<file path="src/rtl/alu_booth_ctrl.sv">
// Radix-2 Booth sequencer driving an external add/sub ALU: signed N_BITS x N_BITS -> 2*N_BITS.
// Optional build macro MUL_ZERO_SKIP_EN: a zero operand jumps straight to DONE with a zero product.
module alu_booth_ctrl #(
    parameter int N_BITS = 16
) (
    input  logic                  clk,
    input  logic                  rst_n,
    input  logic                  in_valid,
    output logic                  in_ready,
    input  logic [N_BITS-1:0]     in_a,
    input  logic [N_BITS-1:0]     in_b,
    output logic                  out_valid,
    input  logic                  out_ready,
    output logic [2*N_BITS-1:0]   out_prod,
    output logic [N_BITS-1:0]     o_alu_a,
    output logic [N_BITS-1:0]     o_alu_b,
    output logic                  o_alu_op,
    input  logic [N_BITS-1:0]     i_alu_res
);

    localparam int CW = (N_BITS > 1) ? $clog2(N_BITS) : 1;
    localparam logic [CW-1:0] LAST = CW'(N_BITS - 1);

    typedef enum logic [1:0] {IDLE, RUN, DONE} state_t;

    state_t                state_q;
    logic [N_BITS-1:0]     acc_q;
    logic [N_BITS-1:0]     mulQ_q;
    logic                  qMinus1_q;
    logic [N_BITS-1:0]     mcand_q;
    logic [CW-1:0]         count_q;
    logic                  inReady_q;
    logic                  outValid_q;
    logic [2*N_BITS-1:0]   outProd_q;
    logic [N_BITS-1:0]     aluA_q;
    logic [N_BITS-1:0]     aluB_q;
    logic                  aluOp_q;

    logic                  ovf;
    logic                  trueSign;
    logic [N_BITS-1:0]     acc_d;
    logic [N_BITS-1:0]     mulQ_d;
    logic                  zeroSkip;

    // Booth pair {Q0, q_1} -> {op, b}: 10 subtracts M, 01 adds M, else adds zero.
    function automatic logic [N_BITS:0] boothSel(input logic [1:0] pair, input logic [N_BITS-1:0] m);
        case (pair)
            2'b10:   boothSel = {1'b0, m};
            2'b01:   boothSel = {1'b1, m};
            default: boothSel = {1'b1, {N_BITS{1'b0}}};
        endcase
    endfunction

`ifdef MUL_ZERO_SKIP_EN
    assign zeroSkip = (in_a == '0) || (in_b == '0);
`else
    assign zeroSkip = 1'b0;
`endif

    // The ALU result is only N bits wide; the overflow flag recovers the sign bit of the
    // true N+1-bit sum so the arithmetic shift stays exact, including for -2^(N-1) operands.
    always_comb begin
        ovf = 1'b0;
        if (aluOp_q)
            ovf = (aluA_q[N_BITS-1] == aluB_q[N_BITS-1]) && (i_alu_res[N_BITS-1] != aluA_q[N_BITS-1]);
        else
            ovf = (aluA_q[N_BITS-1] != aluB_q[N_BITS-1]) && (i_alu_res[N_BITS-1] != aluA_q[N_BITS-1]);
        trueSign = i_alu_res[N_BITS-1] ^ ovf;
        acc_d    = {trueSign, i_alu_res[N_BITS-1:1]};
        mulQ_d   = {i_alu_res[0], mulQ_q[N_BITS-1:1]};
    end

    // After the shift the next Booth pair is {Q[1], Q[0]}, so ALU ports can be registered a step ahead.
    always_ff @(posedge clk or negedge rst_n) begin
        if (!rst_n) begin
            state_q    <= IDLE;
            acc_q      <= '0;
            mulQ_q     <= '0;
            qMinus1_q  <= 1'b0;
            mcand_q    <= '0;
            count_q    <= '0;
            inReady_q  <= 1'b1;
            outValid_q <= 1'b0;
            outProd_q  <= '0;
            aluA_q     <= '0;
            aluB_q     <= '0;
            aluOp_q    <= 1'b1;
        end else begin
            case (state_q)
                IDLE: begin
                    if (in_valid) begin
                        mcand_q   <= in_a;
                        acc_q     <= '0;
                        qMinus1_q <= 1'b0;
                        count_q   <= '0;
                        inReady_q <= 1'b0;
                        if (zeroSkip) begin
                            mulQ_q     <= '0;
                            outProd_q  <= '0;
                            outValid_q <= 1'b1;
                            state_q    <= DONE;
                        end else begin
                            mulQ_q             <= in_b;
                            aluA_q             <= '0;
                            {aluOp_q, aluB_q}  <= boothSel({in_b[0], 1'b0}, in_a);
                            state_q            <= RUN;
                        end
                    end
                end
                RUN: begin
                    acc_q     <= acc_d;
                    mulQ_q    <= mulQ_d;
                    qMinus1_q <= mulQ_q[0];
                    count_q   <= count_q + 1'b1;
                    if (count_q == LAST) begin
                        state_q    <= DONE;
                        outValid_q <= 1'b1;
                        outProd_q  <= {acc_d, mulQ_d};
                        aluA_q     <= '0;
                        aluB_q     <= '0;
                        aluOp_q    <= 1'b1;
                    end else begin
                        aluA_q            <= acc_d;
                        {aluOp_q, aluB_q} <= boothSel(mulQ_q[1:0], mcand_q);
                    end
                end
                DONE: begin
                    if (out_ready) begin
                        state_q    <= IDLE;
                        outValid_q <= 1'b0;
                        inReady_q  <= 1'b1;
                    end
                end
                default: begin
                    state_q    <= IDLE;
                    outValid_q <= 1'b0;
                    inReady_q  <= 1'b1;
                    aluA_q     <= '0;
                    aluB_q     <= '0;
                    aluOp_q    <= 1'b1;
                end
            endcase
        end
    end

    assign in_ready  = inReady_q;
    assign out_valid = outValid_q;
    assign out_prod  = outProd_q;
    assign o_alu_a   = aluA_q;
    assign o_alu_b   = aluB_q;
    assign o_alu_op  = aluOp_q;

endmodule
</file>
<file path="config.mk">
export PLATFORM = sky130hd
export DESIGN_NAME = alu_booth_ctrl
export DESIGN_NICKNAME = d
export VERILOG_FILES = /design/src/rtl/alu_booth_ctrl.sv
export SDC_FILE = /design/constraint.sdc
export NUM_CORES = 1
export LEC_CHECK = 0
export BUFFER_PORTS_ARGS = -buffer_cell sky130_fd_sc_hd__buf_2
export CAP_MARGIN = 25
export CORE_MARGIN = 2
export CORE_UTILIZATION = 45
export CTS_CLUSTER_SIZE = 24
export DETAILED_ROUTE_END_ITERATION = 10
export GPL_TIMING_DRIVEN = 0
export PLACE_DENSITY = 0.7
export SYNTH_ARGS = -nofsm -noshare
export SYNTH_HDL_FRONTEND = slang
export SYNTH_SLANG_ARGS = --single-unit
</file>
<file path="constraint.sdc">
create_clock -name clk -period 2.7 [get_ports clk]
set_input_delay 0.54 -clock clk [delete_from_list [all_inputs] [get_ports clk]]
set_output_delay 0.54 -clock clk [all_outputs]
set_load 0.03 [all_outputs]
</file>
==> summary.txt, run 1 <==
Floorplanning
  • Area of the die: 0.0108 mm2
  • Die Wd: 104 um
  • IO Pins: 119
  • Die Y: 104 um
  • Initial cell density of the core: 46.0%
  • CORE AREA: 0.00973 mm2
  • Num rows: 36

Yosys
  • Prevailing post-synth register cell: dfrtp_1
  • YS warnings: 0
  • Number of flops mapped to enable cells by yosys: 0
  • Syn Nets: 390
  • Mapped Avg Cell Area: 13.4 um2
  • Synth cell types: 39
  • Cell area after synthesis: 0.00448 mm2
  • Post-synth ARST share: 100%
  • Synthesized flop and latch total: 105
  • Post-synthesis cell count: 335
  • Register area share after synthesis: 58.8%

Setup path
  • Critical Path Start Type: flip-flop
  • R2R Path Start: mulQ_q[1]$_DFFE_PN0P_
  • CP max-delay cell: nor4b_4
  • Critical Path Start: mulQ_q[1]$_DFFE_PN0P_
  • Setup Crit Path Kind: flip-flop to flip-flop
  • WP data arrival: 2.18 ns
  • CP max FO: 10
  • Worst setup EP type: flip-flop
  • CP Cell Sequence: ha_1 -> o21bai_1 -> nor4b_4 -> buf_6 -> o2bb2ai_1
  • WP data required: 2.98 ns
  • Crit path largest cell delay: 0.52 ns

Clock tree
  • Post-CTS Resized: 0
  • # clock sinks: 105
  • Clock-pin slew on the worst setup and hold paths: 0.11 ns
  • Post-CTS Hold Buffers: 0
  • Htree depth: 3
  • Setup bufs post-CTS: 0
  • CTS tree: done
  • Worst skew pair latency: 0.36 ns
  • CTS buffer count: 9
  • Root Driver: clkbuf_8
  • Clk buf depth: 2

Drt
  • Vias/cell: 5.31
  • Via count: 3203
  • DR WL/cell: 17.0 um
  • Antenna viol nets, final: 0
  • First drt pass iteration count: 6
  • Routed WL: 10200 um
  • DR DRC count: 0
  • Iteration-0 DRC Markers: 94

STA
  • RSZ-0062 raised after global routing: no
  • Rel. slew slack: 46.8%
  • FMAX: 0.528 GHz
  • Final hold slack: 0.263 ns
  • Final-report hold violation count: 0
  • Slew Limit Fails: 0
  • Period Utilization, post-route: 70.2%
  • Final setup TNS: 0 ns
  • Clk_skew: 0.0168 ns
  • Slew at the pin closest to its max-slew limit: 0.797 ns
  • Setup-failing EPs final: 0
  • Fin crit period: 1.89 ns

Global routing
  • Initial antenna violation count: 0
  • Vias in the first global route: 3389
  • Total track usage: 19.6%
  • First-pass GRT wire length: 17100 um
  • M3 GR Usage: 3.59%
  • Met1 Use GR: 26.4%
  • Grt ovf: 0
  • GRT busiest layer: met2
  • Grt met2 use: 31.8%
  • Largest net degree at the start of global routing: 60

Placed design
  • Gpl congestion: 0.767
  • Post-DP HPWL: 7150 um
  • PortBufs: 118

Power and ir drop
  • Max IR drop VDD: 476 uV
  • PwrDens: 1150 mW/mm2
  • Total leakage power: 0.00281 uW

Layout
  • Multi-input combinational cell area: 0.00169 mm2
  • Layout overhead on the synthesized area: 22.4%
  • Final nets: 520
  • Sequential cell area: 0.00263 mm2
  • Ant diodes: 0
  • Share of layout cells above drive strength 1: 43.6%
  • Number of fillers in the final layout: 881

Min path
  • Hold Path Class: input pin to asynchronous set/reset pin

Flow run
  • Max Cap Viol: 0

Status
  • Status: complete, no violations
[layer usage]
metal  up-vias  routed length (um)  share of wire [%]
met5         -                   0                  0
met4         0                 135                1.3
met3        12                 461                4.5
met2        82                4980                 49
met1      1620                4660                 46
li1       1489                   -                  -
[synthesized netlist by cell type, types with 3 or more instances]
cell / n / area share (%)
dfrtp_1: 103 / 58
mux2_2: 47 / 12
a21oi_1: 20 / 2.2
o21ai_0: 20 / 2.2
a22o_1: 18 / 3.5
and4b_1: 16 / 3.6
nand2_1: 16 / 1.3
o2bb2ai_1: 16 / 3.1
mux2i_1: 13 / 2.9
clkbuf_1: 11 / 0.92
buf_4: 8 / 1.3
nor2_1: 4 / 0.34
nor2b_1: 4 / 0.56
a22oi_1: 3 / 0.50
buf_2: 3 / 0.34
ha_1: 3 / 0.84
inv_1: 3 / 0.25
nand3_1: 3 / 0.34
[path summary, 6_finish.rpt]
| kind | cells after the start | slack (ns) | end |
|---|---|---|---|
| hold reg to reg | 1 | 0.48 | o_alu_b[15]$_DFFE_PN0P_ |
| max in group asynchronous | 2 | 1.68 | in_ready$_DFFE_PN1P_ |
| setup reg to reg | 5 | 0.81 | o_alu_b[13]$_DFFE_PN0P_ |
| setup / recovery | 5 | 0.81 | o_alu_b[13]$_DFFE_PN0P_ |
| hold / removal | 1 | 0.26 | o_alu_b[4]$_DFFE_PN0P_ |
| min in group clk | 2 | 0.39 | o_alu_a[13]$_DFFE_PN0P_ |
[cells by family (layout without fill, tap and decap cells)]
group | Yosys count | after routing | synth area share (%)
DFF | 105 | 105 | 58.8
AOI/OAI and AO/OA | 84 | 84 | 13.1
muxes | 61 | 61 | 15.0
and+or+nand+nor | 52 | 52 | 8.47
buffers and inverters | 28 | 163 | 3.47
adders and majority gates | 4 | 4 | 1.06
xor gates and xnor gates | 1 | 1 | 0.196
[report_power, final]
part,switching [uW],internal (uW)
logic,1620,1020
registers,384,2230
clock network,563,468
total,2570,3720
[flip-flops by register name, summed over array words and instances, names as in the netlist]
signal / flops
out_prod: 32
o_alu_op: 1
mulQ_q: 16
in_ready: 1
count_q: 4
out_valid: 1
o_alu_b: 16
mcand_q: 16
o_alu_a: 16
state_q: 2
[critical path: cells and delay by family (launching register included)]
kind / cells / cell delay [ns]
buf+inv: 1 / 0.23
compound gates: 2 / 0.31
fa+ha+maj: 1 / 0.30
flops: 1 / 0.45
simple gates: 1 / 0.52
[cell usage in the layout, fill, tap and decap left out, drive strengths merged, types with 2 or more instances in the layout]
cell type	n
buf	132
dfrtp	103
mux2	48
clkbuf	22
a21oi	20
o21ai	20
a22o	18
and4b	16
o2bb2ai	16
nand2	16
mux2i	13
nor2	6
nor2b	5
clkinv	4
inv	4
nand3	3
a22oi	3
ha	3
o21bai	3
dfstp	2
nand2b	2
[final cells by class]
class | count | area share, %
repair buffers | 119 | 11.3
multi-input cells | 202 | 30.9
clock inverters | 6 | 1.39
well taps | 133 | 3.04
flip-flops and latches | 105 | 48.0
inverters | 3 | 0.206
clock buffers | 10 | 2.51
plain buffers | 25 | 2.63
[stage by stage]
stage          cell area (um2)  util [%]  cells  setup slack (ns)  power, uW
6_report                  5480      56.3    603             0.805       6290
5_1_grt                   5480      56.3    603             0.701       6680
4_1_cts                   5480      56.3    603             0.804       6340
3_5_place_dp              5260      54.1    587             0.729       5320
3_3_place_gp              5230      53.8    586           -0.0496       5210
2_1_floorplan             4480         -    335              1.15       4490
No activity file was read; power rests on OpenSTA's default activity.
==> inputs of run 2 (changes only) <==
--- a/config.mk
+++ b/config.mk
@@ -5,6 +5,7 @@
 export SDC_FILE = /design/constraint.sdc
 export NUM_CORES = 1
 export LEC_CHECK = 0
+export ABC_AREA = 1
 export BUFFER_PORTS_ARGS = -buffer_cell sky130_fd_sc_hd__buf_2
 export CAP_MARGIN = 25
 export CORE_MARGIN = 2
==> constraint.sdc (replaced) <==
create_clock -name clk -period 2 [get_ports clk]
set_input_delay 0.4 -clock clk [delete_from_list [all_inputs] [get_ports clk]]
set_output_delay 0.4 -clock clk [all_outputs]
set_load 0.03 [all_outputs]
==> summary.txt, run 2 <==
Status
  • Status: complete, no violations (unchanged)

Setup path
  • WP data arrival: 2.15 ns (was 2.18 ns)
  • R2R setup slack: 0.15 ns (was 0.81 ns)
  • R2R Path Start: mulQ_q[1]$_DFFE_PN0P_ (unchanged)
  • CP max FO: 10 (unchanged)
  • Crit path largest cell delay: 0.39 ns (was 0.52 ns)
  • WP data required: 2.30 ns (was 2.98 ns)
  • Reg2reg path depth: 10 (was 5)
  • Critical Path Start Type: flip-flop (unchanged)
  • Worst setup EP type: flip-flop (unchanged)
  • CP Cell Sequence: inv_1 -> ha_1 -> clkbuf_1 -> buf_2 -> nand2_1 -> nand2_1 -> nand2_1 -> o21ai_1 -> nand2_1 -> nand2_1 (was ha_1 -> o21bai_1 -> nor4b_4 -> buf_6 -> o2bb2ai_1)
  • Buf/Inv on CP: 3 (was 1)
  • Cell mode on critical path: nand2_1
  • CP top delay family: buffers and inverters (was simple AND/OR/NAND/NOR gates)
  • CP max-delay cell: dfrtp_1 (was nor4b_4)
  • Reg2Reg Capture Point: o_alu_b[8]$_DFFE_PN0P_ (was o_alu_b[13]$_DFFE_PN0P_)
  • Setup Crit Path Kind: flip-flop to flip-flop (unchanged)

Placed design
  • PortBufs: 117 (was 118)
  • Gpl congestion: 0.845 (was 0.767)
  • Placed instance area: 0.00541 mm2 (was 0.00526 mm2)
  • Post-DP HPWL: 8200 um (was 7150 um)

Yosys
  • Syn Nets: 608 (was 390)
  • YS warnings: 0 (unchanged)
  • Prevailing post-synth register cell: dfrtp_1 (unchanged)
  • Mapped Avg Cell Area: 8.37 um2 (was 13.4 um2)
  • Cell area after synthesis: 0.00463 mm2 (was 0.00448 mm2)
  • Cell with the most instances after synthesis: nand2_1 (was dfrtp_1)
  • Top cells by count, synth: nand2_1 (259), dfrtp_1 (103), o21ai_1 (40) (was dfrtp_1 (103), mux2_2 (47), a21oi_1 (20), o21ai_0 (20), a22o_1 (18))
  • Number of flops mapped to enable cells by yosys: 0 (unchanged)
  • Synthesized flop and latch total: 105 (unchanged)
  • Post-synth ARST share: 100% (unchanged)
  • Share of the synthesized area in the top cell type: 55.7% (was 57.6%)
  • Synth cell types: 21 (was 39)
  • Register area share after synthesis: 56.8% (was 58.8%)
  • Post-synthesis cell count: 553 (was 335)
  • Post-synth top area cell: dfrtp_1 (unchanged)
  • Ranking of synthesized cells by area: dfrtp_1 (56%), nand2_1 (21%), o21ai_1 (4.3%), o21ai_0 (2.6%), buf_2 (2.5%) (was dfrtp_1 (58%), mux2_2 (12%), and4b_1 (3.6%), a22o_1 (3.5%), o2bb2ai_1 (3.1%))

Global routing
  • Vias in the first global route: 4002 (was 3389)
  • Total track usage: 21.7% (was 19.6%)
  • Grt ovf: 0 (unchanged)
  • First-pass GRT wire length: 19000 um (was 17100 um)
  • Largest net degree at the start of global routing: 55 (was 60)
  • Initial antenna violation count: 0 (unchanged)

Layout
  • Most frequent cells in the layout: nand2_1 (259), buf_2 (139), dfrtp_1 (103) (was buf_2 (120), dfrtp_1 (103), mux2_2 (47))
  • Sequential cell area: 0.00263 mm2 (unchanged)
  • Layout overhead on the synthesized area: 20.5% (was 22.4%)
  • Most common cell after layout, fill and taps aside: nand2_1 (was buf_2)
  • Fin util: 55.0% (was 56.3%)
  • Number of fillers in the final layout: 964 (was 881)
  • Max FFs per register: 32 (unchanged)
  • Final instance area: 0.00558 mm2 (was 0.00548 mm2)
  • Share of layout cells above drive strength 1: 24.6% (was 43.6%)
  • Ant diodes: 0 (unchanged)
  • Multi-input combinational cell area: 0.00173 mm2 (was 0.00169 mm2)
  • Final nets: 737 (was 520)

Clock tree
  • Setup bufs post-CTS: 0 (unchanged)
  • CTS buffer count: 9 (unchanged)
  • Worst skew pair latency: 0.36 ns (about the same)
  • Post-CTS Hold Buffers: 0 (unchanged)
  • Clk buf depth: 2 (unchanged)
  • Root Driver: clkbuf_8 (unchanged)
  • # clock sinks: 105 (unchanged)
  • Clock-pin slew on the worst setup and hold paths: 0.10 ns (was 0.11 ns)
  • Post-CTS Resized: 0 (unchanged)
  • CTS tree: done (unchanged)
  • Htree depth: 3 (unchanged)

STA
  • Fin crit period: 1.85 ns (was 1.89 ns)
  • Final-report hold violation count: 0 (unchanged)
  • Final setup TNS: 0 ns (unchanged)
  • Clk_skew: 0.0114 ns (was 0.0168 ns)
  • Slew at the pin closest to its max-slew limit: 0.711 ns (was 0.797 ns)
  • Slew Limit Fails: 0 (unchanged)
  • Period Utilization, post-route: 92.5% (was 70.2%)
  • Setup-failing EPs final: 0 (unchanged)
  • RSZ-0062 raised after global routing: no (unchanged)
  • FMAX: 0.541 GHz (was 0.528 GHz)
  • Rel. slew slack: 52.6% (was 46.8%)

Drt
  • Vias/cell: 4.92 (was 5.31)
  • Max Used Layer: met4 (unchanged)
  • WL met3: 592 um (was 461 um)
  • First drt pass iteration count: 4 (was 6)
  • WL met1: 5250 um (was 4660 um)
  • Met2 wire length: 5380 um (was 4980 um)
  • DR DRC count: 0 (unchanged)
  • Via count: 4046 (was 3203)
  • Antenna viol nets, final: 0 (unchanged)
  • Iteration-0 DRC Markers: 229 (was 94)
  • DR WL/cell: 13.9 um (was 17.0 um)
  • Routed WL: 11500 um (was 10200 um)

Power and ir drop
  • Reg power frac: 38.0% (was 41.5%)
  • PwrDens: 1750 mW/mm2 (was 1150 mW/mm2)
  • Max IR drop VDD: 720 uV (was 476 uV)
  • Sw frac: 48.2% (was 40.9%)
  • Total leakage power: 0.00306 uW (was 0.00281 uW)
  • Combinational share of power: 50.3% (was 42.1%)
  • Int Power: 5040 uW (was 3720 uW)
  • P_sw: 4690 uW (was 2570 uW)
  • Clk pwr share: 11.7% (was 16.4%)
  • PnR Total Power: 9740 uW (was 6290 uW)

Min path
  • Hold Path Class: input pin to asynchronous set/reset pin (unchanged)

Floorplanning
  • Die Wd: 105 um (was 104 um)
  • Area of the die: 0.0111 mm2 (was 0.0108 mm2)
  • Num rows: 37 (was 36)
  • Die Y: 105 um (was 104 um)
  • CORE AREA: 0.0101 mm2 (was 0.00973 mm2)
  • IO Pins: 119 (unchanged)
  • Initial cell density of the core: 45.6% (was 46.0%)

Flow run
  • Max Cap Viol: 0 (unchanged)
## run 2: cell types whose count changed after synthesis, sizes merged, moves of 15 or more
cell and delta:
nand2 +243, mux2 -48, o21ai +44, inv +27, nand3 +19, and4b -16, o2bb2ai -16, a21oi -15
## run 2: metal layers
layer,global-route usage [%],vias to the layer above
li1,-,2018
met1,30.1,1895
met2,33.7,114
met4,8.19,0
met5,0,-
met3,4.33,19
## run 2: cells by family (layout without fill, tap and decap cells)
group                      Yosys count  in the layout  synth area share [%]
and+or+nand+nor                    289            289                  24.5
DFF                                105            105                  56.8
AOI/OAI and AO/OA                   93             93                  11.7
buffers and inverters               62            195                  5.89
adders and majority gates            3              3                 0.811
xor gates and xnor gates             1              1                 0.189
## run 2: final cells by class
cell class | count | area share (%)
repair buffers | 118 | 11.0
clock buffers | 10 | 2.29
clock inverters | 5 | 0.606
well taps | 136 | 3.05
plain buffers | 32 | 2.87
flip-flops and latches | 105 | 47.2
inverters | 30 | 2.02
multi-input cells | 386 | 30.9
## run 2: worst max-delay path by stage
stage / start / end / cells after the start
floorplan: mulQ_q[0]$_DFFE_PN0P_ / o_alu_b[10]$_DFFE_PN0P_ / 8
global placement: rst_n / o_alu_a[13]$_DFFE_PN0P_ / 1
detailed placement: mulQ_q[1]$_DFFE_PN0P_ / o_alu_b[8]$_DFFE_PN0P_ / 10
CTS: mulQ_q[1]$_DFFE_PN0P_ / o_alu_b[8]$_DFFE_PN0P_ / 10
global route: mulQ_q[1]$_DFFE_PN0P_ / o_alu_b[10]$_DFFE_PN0P_ / 10
finish: mulQ_q[1]$_DFFE_PN0P_ / o_alu_b[8]$_DFFE_PN0P_ / 10
## run 2: power by group through the flow
| stage | Clock (uW) | Combinational (uW) | Sequential (uW) |
|---|---|---|---|
| after floorplan | 0 | 2210 | 4940 |
| after global placement | 0 | 4820 | 3690 |
| after detailed placement | 0 | 4920 | 3740 |
| after CTS | 1190 | 4940 | 3700 |
| after global routing | 1260 | 5450 | 3830 |
| final | 1140 | 4890 | 3700 |
## run 2: stage by stage
step           hold slack [ns]  std cells  worst slack (ns)
6_report                0.0847        822             0.151
5_1_grt                  0.122        822            0.0419
4_1_cts                 0.0992        822             0.191
3_5_place_dp             0.462        807             0.225
3_3_place_gp             0.451        806            -0.623
2_1_floorplan            0.104        553             0.596
==> inputs of run 3 (changes only) <==
--- a/config.mk
+++ b/config.mk
@@ -10,6 +10,7 @@
 export CAP_MARGIN = 25
 export CORE_MARGIN = 2
 export CORE_UTILIZATION = 45
+export CTS_BUF_LIST = sky130_fd_sc_hd__clkbuf_4
 export CTS_CLUSTER_SIZE = 24
 export DETAILED_ROUTE_END_ITERATION = 10
 export GPL_TIMING_DRIVEN = 0
==> summary.txt, run 3 (synthesized netlist as in run 2, its figures left out) <==
Status
  • Status: complete, no violations (unchanged)

Layout
  • Final instance area: 0.00553 mm2 (was 0.00558 mm2)
  • Ant diodes: 0 (unchanged)
  • Most common cell after layout, fill and taps aside: nand2_1 (unchanged)
  • Layout overhead on the synthesized area: 19.5% (was 20.5%)
  • Max FFs per register: 32 (unchanged)
  • Share of layout cells above drive strength 1: 24.7% (was 24.6%)
  • Final nets: 738 (was 737)
  • Most frequent cells in the layout: nand2_1 (259), buf_2 (139), dfrtp_1 (103) (unchanged)
  • Final std cells w/o fill: 823 (was 822)

Min path
  • Hold path depth: 3
  • WHS Endpoint: out_prod[29]$_DFFE_PN0P_
  • Hold_sp: i_alu_res[14]
  • Hold Path Class: input pin to flip-flop (was input pin to asynchronous set/reset pin)

Power and ir drop
  • PwrDens: 1720 mW/mm2 (was 1750 mW/mm2)
  • Max IR drop VDD: 721 uV (was 720 uV)
  • PnR Total Power: 9520 uW (was 9740 uW)
  • Total leakage power: 0.00304 uW (was 0.00306 uW)

Placed design
  • Placed instance area: 0.00541 mm2 (unchanged)
  • Post-DP HPWL: 8200 um (unchanged)
  • Placed Cells: 807 (unchanged)
  • Gpl congestion: 0.845 (unchanged)
  • PortBufs: 117 (unchanged)

Drt
  • First drt pass iteration count: 5 (was 4)
  • Iteration-0 DRC Markers: 183 (was 229)
  • Vias/cell: 4.89 (was 4.92)
  • Via count: 4022 (was 4046)
  • Antenna viol nets, final: 0 (unchanged)
  • Routed WL: 11400 um (was 11500 um)
  • DR DRC count: 0 (unchanged)
  • DR WL/cell: 13.8 um (was 13.9 um)

Setup path
  • Cell mode on critical path: nand2_1 (unchanged)
  • Buf/Inv on CP: 3 (unchanged)
  • Crit path largest cell delay: 0.41 ns (was 0.39 ns)
  • R2R Path Start: mulQ_q[1]$_DFFE_PN0P_ (unchanged)
  • Critical path depth: 10 (unchanged)
  • WP data required: 2.39 ns (was 2.30 ns)
  • CP top delay family: buffers and inverters (unchanged)
  • CP Cell Sequence: inv_1 -> ha_1 -> clkbuf_1 -> buf_2 -> nand2_1 -> nand2_1 -> nand2_1 -> o21ai_1 -> nand2_1 -> nand2_1 (unchanged)
  • R2R setup slack: 0.19 ns (was 0.15 ns)
  • CP max-delay cell: dfrtp_1 (unchanged)
  • Critical Path Start Type: flip-flop (unchanged)
  • WP data arrival: 2.20 ns (was 2.15 ns)
  • Reg2reg path depth: 10 (unchanged)
  • Worst setup EP type: flip-flop (unchanged)
  • Setup Crit Path Kind: flip-flop to flip-flop (unchanged)
  • Reg2Reg Capture Point: o_alu_b[8]$_DFFE_PN0P_ (unchanged)
  • CP max FO: 10 (unchanged)

Global routing
  • Total track usage: 21.7% (about the same)
  • Grt ovf: 0 (unchanged)
  • Vias in the first global route: 4003 (was 4002)
  • First-pass GRT wire length: 19000 um (about the same)
  • Largest net degree at the start of global routing: 55 (unchanged)
  • Initial antenna violation count: 0 (unchanged)

Floorplanning
  • CORE AREA: 0.0101 mm2 (unchanged)
  • Area of the die: 0.0111 mm2 (unchanged)
  • IO Pins: 119 (unchanged)
  • Initial cell density of the core: 45.6% (unchanged)
  • Num rows: 37 (unchanged)
  • Die Wd: 105 um (unchanged)
  • Die Y: 105 um (unchanged)

STA
  • Fin crit period: 1.81 ns (was 1.85 ns)
  • Setup-failing EPs final: 0 (unchanged)
  • Final hold slack: 0.159 ns (was 0.0847 ns)
  • Clk_skew: 0.0175 ns (was 0.0114 ns)
  • Slew at the pin closest to its max-slew limit: 0.708 ns (was 0.711 ns)
  • Rel. slew slack: 52.8% (was 52.6%)
  • Slew Limit Fails: 0 (unchanged)
  • RSZ-0062 raised after global routing: no (unchanged)
  • Final-report hold violation count: 0 (unchanged)
  • Period Utilization, post-route: 90.3% (was 92.5%)
  • Final setup TNS: 0 ns (unchanged)
  • FMAX: 0.554 GHz (was 0.541 GHz)

Clock tree
  • CTS tree: done (unchanged)
  • Setup bufs post-CTS: 0 (unchanged)
  • CTS buffer count: 9 (unchanged)
  • Root Driver: clkbuf_4 (was clkbuf_8)
  • Clock-pin slew on the worst setup and hold paths: 0.15 ns (was 0.10 ns)
  • # clock sinks: 105 (unchanged)
  • Clk buf depth: 2 (unchanged)
  • Worst skew pair latency: 0.45 ns (was 0.36 ns)
  • Htree depth: 3 (unchanged)

Flow run
  • Max Cap Viol: 0 (unchanged)
## run 3: cell types whose count changed in the layout (fill, tap and decap cells not counted), sizes merged
cell,delta
dlygate4sd3,+1
## run 3: layer usage
layer,global-route usage (%),wire length (um)
met5,0,0
met4,9.62,193
met3,2.84,468
met2,33.7,5430
met1,30.6,5290
## run 3: worst max-delay path by stage
stage / from / to
after CTS: mulQ_q[1]$_DFFE_PN0P_ / o_alu_b[8]$_DFFE_PN0P_
final: mulQ_q[1]$_DFFE_PN0P_ / o_alu_b[8]$_DFFE_PN0P_
after floorplan: mulQ_q[0]$_DFFE_PN0P_ / o_alu_b[10]$_DFFE_PN0P_
after detailed placement: mulQ_q[1]$_DFFE_PN0P_ / o_alu_b[8]$_DFFE_PN0P_
after global routing: mulQ_q[1]$_DFFE_PN0P_ / o_alu_b[10]$_DFFE_PN0P_
after global placement: rst_n / o_alu_a[13]$_DFFE_PN0P_
## run 3: worst register-to-register path: cells and delay by family (launching register included)
family,cells,cell delay (ns)
buf+inv,3,0.69
flops,1,0.41
fa+ha+maj,1,0.18
simple gates,5,0.32
compound gates,1,0.17
## run 3: where the power goes
part / internal (uW) / switching [uW]
Combinational: 1460 / 3420
Clock: 262 / 678
Sequential: 3130 / 561
Total: 4850 / 4660
## run 3: per-stage QoR
step,util [%],worst slack [ns]
final,54.6,0.194
after global routing,54.6,0.0306
after CTS,54.6,0.187
after detailed placement,53.4,0.225
after global placement,53.1,-0.623
after floorplan,-,0.596
## run 3: repair_timing
action | CTS | global route
hold buffers | 1 | 0
resized for setup | 0 | 0
endpoints found under the hold margin | 31 | 0
## run 3: final cells by class
type                    instances  area, um2
plain buffers                  32        160
clock buffers                  10       75.1
clock inverters                 5       33.8
fillers                       963       4610
inverters                      30        113
multi-input cells             386       1730
flip-flops and latches        105       2630
well taps                     136        170
repair buffers                119        626
